===== src/rtl/ddr_wr_burst_arbiter.sv =====
// rtl/ddr_wr_burst_arbiter.sv - two-client write-burst arbiter in front of the DDR controller port
// Grants one client per burst, latches its command and steers data_req/data/finish.
module ddr_wr_burst_arbiter #(
  parameter int ADDR_W     = 27,
  parameter int LEN_W      = 10,
  parameter int DATA_W     = 64,
  parameter int FIXED_PRIO = 0,
  parameter int TIMEOUT    = 4096
) (
  input  logic              mem_clk,
  input  logic              rst_n,
  input  logic              c0_wr_burst_req,
  input  logic [ADDR_W-1:0] c0_wr_burst_addr,
  input  logic [LEN_W-1:0]  c0_wr_burst_len,
  input  logic [DATA_W-1:0] c0_wr_burst_data,
  output logic              c0_wr_burst_data_req,
  output logic              c0_burst_finish,
  input  logic              c1_wr_burst_req,
  input  logic [ADDR_W-1:0] c1_wr_burst_addr,
  input  logic [LEN_W-1:0]  c1_wr_burst_len,
  input  logic [DATA_W-1:0] c1_wr_burst_data,
  output logic              c1_wr_burst_data_req,
  output logic              c1_burst_finish,
  output logic              wr_burst_req,
  output logic [ADDR_W-1:0] wr_burst_addr,
  output logic [LEN_W-1:0]  wr_burst_len,
  output logic [DATA_W-1:0] wr_burst_data,
  input  logic              wr_burst_data_req,
  input  logic              burst_finish,
  output logic [1:0]        grant,
  output logic              arb_error
);
  localparam int               TMO_W   = $clog2(TIMEOUT + 1);
  localparam logic [TMO_W-1:0] TMO_MAX = TMO_W'(TIMEOUT);

  typedef enum logic [1:0] {IDLE, ISSUE, ACTIVE, DONE} state_t;

  state_t            state;
  logic              rr_ptr;  // client that wins when both request
  logic              owner;
  logic [LEN_W-1:0]  beat_cnt;
  logic [TMO_W-1:0]  tmo_cnt;

  logic              pick;
  logic              busy;
  logic              tmo_hit;
  logic              err_set;
  logic [ADDR_W-1:0] pick_addr;
  logic [LEN_W-1:0]  pick_len;
  logic [LEN_W-1:0]  beat_next;

  always_comb begin
    pick = 1'b0;
    if (c0_wr_burst_req && c1_wr_burst_req) begin
      pick = (FIXED_PRIO != 0) ? 1'b0 : rr_ptr;
    end else begin
      pick = c1_wr_burst_req;
    end
    pick_addr = pick ? c1_wr_burst_addr : c0_wr_burst_addr;
    pick_len  = pick ? c1_wr_burst_len : c0_wr_burst_len;
    busy      = (state != IDLE);
    beat_next = beat_cnt + LEN_W'(wr_burst_data_req);
    tmo_hit   = busy && (tmo_cnt == TMO_MAX);
    // Protocol violations by the controller, plus a stuck burst
    err_set   = (!busy && (wr_burst_data_req || burst_finish))
             || (busy && wr_burst_data_req && (beat_cnt == wr_burst_len))
             || (burst_finish && (state == ISSUE || state == ACTIVE) && (beat_next != wr_burst_len))
             || tmo_hit;
  end

  assign c0_wr_burst_data_req = wr_burst_data_req & grant[0];
  assign c1_wr_burst_data_req = wr_burst_data_req & grant[1];
  assign wr_burst_data = grant[0] ? c0_wr_burst_data :
                         grant[1] ? c1_wr_burst_data : '0;

  always_ff @(posedge mem_clk or negedge rst_n) begin
    if (!rst_n) begin
      state           <= IDLE;
      rr_ptr          <= 1'b0;
      owner           <= 1'b0;
      beat_cnt        <= '0;
      tmo_cnt         <= '0;
      grant           <= 2'b00;
      wr_burst_req    <= 1'b0;
      wr_burst_addr   <= '0;
      wr_burst_len    <= '0;
      c0_burst_finish <= 1'b0;
      c1_burst_finish <= 1'b0;
      arb_error       <= 1'b0;
    end else begin
      c0_burst_finish <= 1'b0;
      c1_burst_finish <= 1'b0;
      if (err_set) arb_error <= 1'b1;
      if (busy && wr_burst_data_req && (beat_cnt != '1)) beat_cnt <= beat_cnt + 1'b1;
      if (busy && !tmo_hit) tmo_cnt <= tmo_cnt + 1'b1;
      case (state)
        IDLE: begin
          if (c0_wr_burst_req || c1_wr_burst_req) begin
            owner         <= pick;
            grant         <= pick ? 2'b10 : 2'b01;
            wr_burst_addr <= pick_addr;
            wr_burst_len  <= pick_len;
            beat_cnt      <= '0;
            tmo_cnt       <= '0;
            // A zero-length burst never reaches the controller
            if (pick_len == '0) begin
              state <= DONE;
            end else begin
              wr_burst_req <= 1'b1;
              state        <= ISSUE;
            end
          end
        end
        ISSUE: begin
          if (burst_finish) begin
            wr_burst_req <= 1'b0;
            state        <= DONE;
          end else if (wr_burst_data_req) begin
            wr_burst_req <= 1'b0;
            state        <= ACTIVE;
          end
        end
        ACTIVE: begin
          if (burst_finish) state <= DONE;
        end
        DONE: begin
          if (owner) c1_burst_finish <= 1'b1;
          else       c0_burst_finish <= 1'b1;
          rr_ptr <= ~owner;
          grant  <= 2'b00;
          state  <= IDLE;
        end
      endcase
    end
  end
endmodule


===== config.mk =====
export PLATFORM = sky130hd
export DESIGN_NAME = ddr_wr_burst_arbiter
export DESIGN_NICKNAME = d
export VERILOG_FILES = /design/src/rtl/ddr_wr_burst_arbiter.sv
export SDC_FILE = /design/constraint.sdc
export NUM_CORES = 1
export LEC_CHECK = 0
export BUFFER_PORTS_ARGS = -buffer_cell sky130_fd_sc_hd__clkbuf_2
export CORE_AREA = 2 2 122 124
export CTS_CLUSTER_SIZE = 40
export DETAILED_ROUTE_END_ITERATION = 7
export DIE_AREA = 0 0 124 126
export SLEW_MARGIN = 5
export SYNTH_ARGS = -nofsm -noshare
export SYNTH_HDL_FRONTEND = slang
export SYNTH_SLANG_ARGS = --single-unit

===== constraint.sdc =====
create_clock -name mem_clk -period 4 [get_ports mem_clk]
set_clock_uncertainty 0.05 [all_clocks]
set_input_delay 0.8 -clock mem_clk [delete_from_list [all_inputs] [get_ports mem_clk]]
set_output_delay 0.8 -clock mem_clk [all_outputs]
set_load 0.01 [all_outputs]

# After elaboration in Yosys (flattened, before gate mapping)
# Cells that the tools add are included.
# W data, S select, Z words.
word_totals:
  reg_bits: 70
  input_bits: 208
classes:
  n_addsub: 3
  n_eq_ne: 11
  n_mux: 29
  n_bitwise: 3
  n_reduce_logical: 26
ops:
  columns: ["operator", "n"]
  rows:
  - ["$mux W64", 2]
  - ["$mux W10", 4]
  - ["$mux W13", 3]
  - ["$mux W27", 1]
  - ["$mux W2", 7]
  - ["$add A13 B1 Y13 const B", 1]
  - ["$eq A13 B13 Y1 const B", 1]
  - ["$add A10 B1 Y10", 1]
  - ["$add A10 B1 Y10 const B", 1]
  - ["$eq A10 B10 Y1", 1]
  - ["$logic_not A10 Y1", 1]
  - ["$ne A10 B10 Y1", 1]
  - ["$ne A10 B10 Y1 const B", 1]
  - ["$logic_and A1 B1 Y1", 9]
  - ["$mux W1", 9]
  - ["$pmux W2 S4", 1]
  - ["$logic_or A1 B1 Y1", 6]
  - ["$ne A2 B2 Y1 const B", 3]
  - ["$reduce_bool A2 Y1", 3]
  - ["$eq A2 B2 Y1 const B", 2]
  - ["$pmux W2 S2", 1]
  - ["$reduce_and A2 Y1", 2]
  - ["$reduce_and A4 Y1", 1]
  - ["$ne A3 B3 Y1 const B", 1]
  - ["7 further kinds", 9]

# Depth between registers and ports, before layout
depth:
  word_depth: 7
  ltp_mapped: 8
  depth_no_buf: 7

# Worst setup path after synthesis
# OpenSTA, ideal clock, no wires.
synth_timing:
  path_type: "reg2out"
  from: "register grant[0]"
  to: "output wr_burst_data[10]"
  arrival_ps: 1394
  required_time_ps: 3150
  slack_ps: 1756
  stages_incl_launch_ff: 6
  path_cell_list: "dfrtp_1 clkbuf_1 nor2b_1 clkbuf_1 clkbuf_1 a22o_1"
synth_via:
  elab_chain_len: 1
synth_lines:
  columns: ["item", "line", "rtl"]
  rows:
  - ["from (decl)", "30", "output logic [1:0] grant,"]
  - ["from (signal assigned)", "100", "grant <= pick ? 2'b10 : 2'b01;"]
  - ["$mux W64", "73", "assign wr_burst_data = grant[0] ? c0_wr_burst_data :"]
  - ["to (decl)", "27", "output logic [DATA_W-1:0] wr_burst_data,"]
# Every way passes these cells.

# Final worst setup path
layout_timing:
  from: "register grant[1]"
  to: "output wr_burst_data[25]"
layout_via:
  elab_chain_len: 2
layout_lines:
  columns: ["item", "line", "rtl"]
  rows:
  - ["$mux W64", "74", "grant[1] ? c1_wr_burst_data : '0;"]
  - ["$mux W64", "73", null]
# Every way passes these cells.

==> flow_metrics.py <==
metrics = {
    "pwr": {
        "vdd_ir_drop_max_uv": 336.6,
        "power.leakage_nw": 3.419,
        "power.density_mw_per_mm2": 680.9,
        "power.total_mw": 4.427,
    },
    "placed_design": {
        "placed_cells_incl_taps": 991,
        "port-buffer-count": 316,
        "globalplace.congestion": 0.9256,
        "dp_hpwl_mm": 17.96,
    },
    "cts": {
        "clock_tree.buffer_depth": 2,
        "postCtsSetupBuffers": 0,
        "cts_tree": "done",
        "numCtsBuffers": 9,
        "htree_num_levels": 3,
        "postCtsResizedCells": 0,
        "cts.sinks": 70,
        "clock_insertion_delay_worst_skew_ps": 330,
        "cell_at_the_root_of_the_clock_tree": "sky130_fd_sc_hd__clkbuf_16",
        "cts_hold_repair.buffers": 0,
        "clkTransAtPathRegs_ps": 50,
    },
    "final_layout": {
        "finalNonFillerCells": 1009,
        "multi_input_comb_area_mm2": 0.002514,
        "final_util_pct": 45.42,
        "drive_gt1_share_pct": 42.16,
        "area_delta_synth_final_pct": 45.91,
        "design.final.nets": 1035,
        "n_fill_cell": 1497,
        "area.sequential_mm2": 0.001753,
        "layout_commonest_cell": "sky130_fd_sc_hd__clkbuf_2",
        "layout.cells.most_common_list": "sky130_fd_sc_hd__clkbuf_2, sky130_fd_sc_hd__nand2_1, sky130_fd_sc_hd__nor2_1",
    },
    "drt": {
        "detail_route.drc_violations": 0,
        "via_count": 5219,
        "drt_pass1_iterations": 5,
        "drt_first_iter_violations": 300,
        "wire_per_inst_um": 21.62,
        "wirelength_mm": 21.81,
        "avgViaCountPerCell": 5.172,
        "antenna_left": 0,
    },
    "critical_path": {
        "cp_cell_sequence": "nor2b_4, buf_4, a22o_1, clkbuf_2",
        "timing.critical_path.to_type": "output pin",
        "timing.critical_path.slowest_stage_cell": "sky130_fd_sc_hd__buf_4",
        "critical_path.reg2reg.startpoint": "state[0]",
        "worst_path_largest_cell_delay_ps": 510,
        "path_class": "reg -> out",
        "timing.critical_path.from": "grant[1]",
        "worst-path-max-fanout": 63,
        "worstPathRequired_ps": 3150,
        "crit_path_start_kind": "flip-flop",
        "critPathTopFamily": "buffers and inverters",
        "critPathBufInv": 2,
        "crit_arrival_ps": 1900,
    },
    "worst_hold_path": {
        "hp-start": "owner",
        "hp-class": "reg -> reg",
    },
    "run_status": {
        "outcome": "completed",
    },
    "logic_synthesis": {
        "ys_seq_elements": 70,
        "synth.yosys.seq_area_share_pct": 39.31,
        "synthCells": 523,
        "synth-async-reset-ratio_pct": 100.0,
        "syn-num-nets": 740,
        "ys.flop_type": "sky130_fd_sc_hd__dfrtp_1",
        "synthesis.yosys.warnings": 0,
        "mean_post_synth_cell_area_um2": 8.519,
        "syn-cell-area_mm2": 0.004456,
        "distinct_cell_type_count_of_the_synthesized_netlist": 49,
        "synth_enable_flop_cells": 0,
    },
    "floorplanning": {
        "die-height_um": 126,
        "start_util_pct": 31.13,
        "die_width_um": 124,
        "placeableCoreArea_mm2": 0.01431,
        "dieArea_mm2": 0.01562,
        "ios": 317,
        "std_cell_rows": 44,
    },
    "timing": {
        "final.setup.tns_ps": 0,
        "setup_repair_after_global_routing_missed_its_margin": "false",
        "worstMarginPinSlew_ps": 704.5,
        "timing_hold_violations_final": 0,
        "timing.slew.headroom_pct": 52.98,
        "timing.final.crit_period_ps": 2748,
        "setup_viol_count_final": 0,
        "max_slew_violation_total_from_the_final_report": 0,
        "finalCritPeriodShare_pct": 68.70,
        "fmax_ghz": 0.3639,
    },
    "flow_run": {
        "max-cap-violations": 0,
    },
    "global_routing": {
        "grt_pass1_wl_mm": 30.89,
        "grt.total_usage_pct": 27.30,
        "antenna_found_initial": 1,
        "grt_start_max_net_pins": 70,
        "grt-ovfl-total": 0,
        "via_count_of_the_first_global_routing_pass": 4829,
    },
}
## sequential cells by signal (all words and copies together) (netlist names), 2 cells and up
signal and count:
beat_cnt 10, grant 2, state 2, tmo_cnt 13, wr_burst_addr 27, wr_burst_len 10
## power breakdown
part / total, mW / switching (mW) / internal, mW / leakage (nW)
Clock: 0.860 / 0.299 / 0.561 / 0.157
Sequential: 1.25 / 0.273 / 0.980 / 0.844
Combinational: 2.31 / 1.34 / 0.977 / 2.42
## path summary, 6_finish.rpt
check,to,slack [ps],depth (start not counted)
max in group asynchronous,beat_cnt[4],2730,2
setup / recovery,wr_burst_data[25],1250,4
min in group asynchronous,wr_burst_addr[3],410,1
setup reg to reg,beat_cnt[9],1670,7
hold / removal,c0_burst_finish,400,1
hold reg to reg,c0_burst_finish,400,1
## per-layer routing
metal	GRT usage (%)	share of wire (%)
met5	0	0
met4	4.891	0.97
met3	5.842	9.0
met2	46.19	49
met1	36.16	41
## layout make-up
class / count / area share [%]
Antenna cell: 2 / 0.07698
Multi-Input combinational cell: 402 / 38.66
Timing Repair Buffer: 324 / 25.25
Clock buffer: 12 / 3.791
Clock inverter: 4 / 1.078
Sequential cell: 70 / 26.96
Inverter: 11 / 0.6351
Tap cell: 184 / 3.541
## synth_stat cells, types with 2 or more instances
cell type / instances / area (um2)
sky130_fd_sc_hd__a311oi_1: 2 / 17.52
sky130_fd_sc_hd__xnor2_1: 10 / 87.58
sky130_fd_sc_hd__xor2_1: 20 / 175.2
sky130_fd_sc_hd__a22o_1: 66 / 578.1
sky130_fd_sc_hd__nand2_1: 91 / 341.6
sky130_fd_sc_hd__and3_1: 4 / 25.02
sky130_fd_sc_hd__clkbuf_1: 25 / 93.84
sky130_fd_sc_hd__nand3b_1: 2 / 15.01
sky130_fd_sc_hd__a31oi_1: 39 / 244.0
sky130_fd_sc_hd__nand3_1: 5 / 25.02
sky130_fd_sc_hd__mux2i_1: 7 / 70.07
sky130_fd_sc_hd__dfrtp_1: 70 / 1752
sky130_fd_sc_hd__buf_2: 14 / 70.07
sky130_fd_sc_hd__nor4_1: 7 / 43.79
sky130_fd_sc_hd__nor4b_1: 2 / 17.52
sky130_fd_sc_hd__a211oi_1: 2 / 15.01
sky130_fd_sc_hd__nor2_1: 70 / 262.8
sky130_fd_sc_hd__nand2b_1: 2 / 12.51
sky130_fd_sc_hd__and2_1: 7 / 43.79
sky130_fd_sc_hd__inv_1: 11 / 41.29
sky130_fd_sc_hd__o211ai_1: 3 / 22.52
sky130_fd_sc_hd__ha_1: 9 / 112.6
sky130_fd_sc_hd__o21ai_1: 2 / 10.01
sky130_fd_sc_hd__o21ai_0: 10 / 50.05
sky130_fd_sc_hd__and4_1: 3 / 26.28
sky130_fd_sc_hd__a21oi_1: 5 / 25.02
sky130_fd_sc_hd__nor2b_1: 4 / 25.02
sky130_fd_sc_hd__nor3_1: 3 / 15.01
sky130_fd_sc_hd__nand4_1: 8 / 50.05
## cell families after synthesis
kind of cell / count (synthesis) / share of synthesized area, %
AND/OR/NAND/NOR: 213 / 21.20
buffers and inverters: 51 / 4.690
XOR/XNOR: 30 / 5.897
AO/OA/AOI/OAI: 143 / 24.80
multiplexers: 7 / 1.573
flip-flops: 70 / 39.31
adder cells (fa/ha/maj): 9 / 2.527
## through the flow
stage          hold slack [ps]  setup WS [ps]  area [um2]
4_1_cts                  395.6           1274        6496
3_3_place_gp             390.1           1617        6180
3_5_place_dp             384.9           1587        6180
2_1_floorplan            367.3           1756        4456
5_1_grt                  409.3           1139        6496
6_report                 398.7           1252        6501
(Power assumes the default switching activity.)
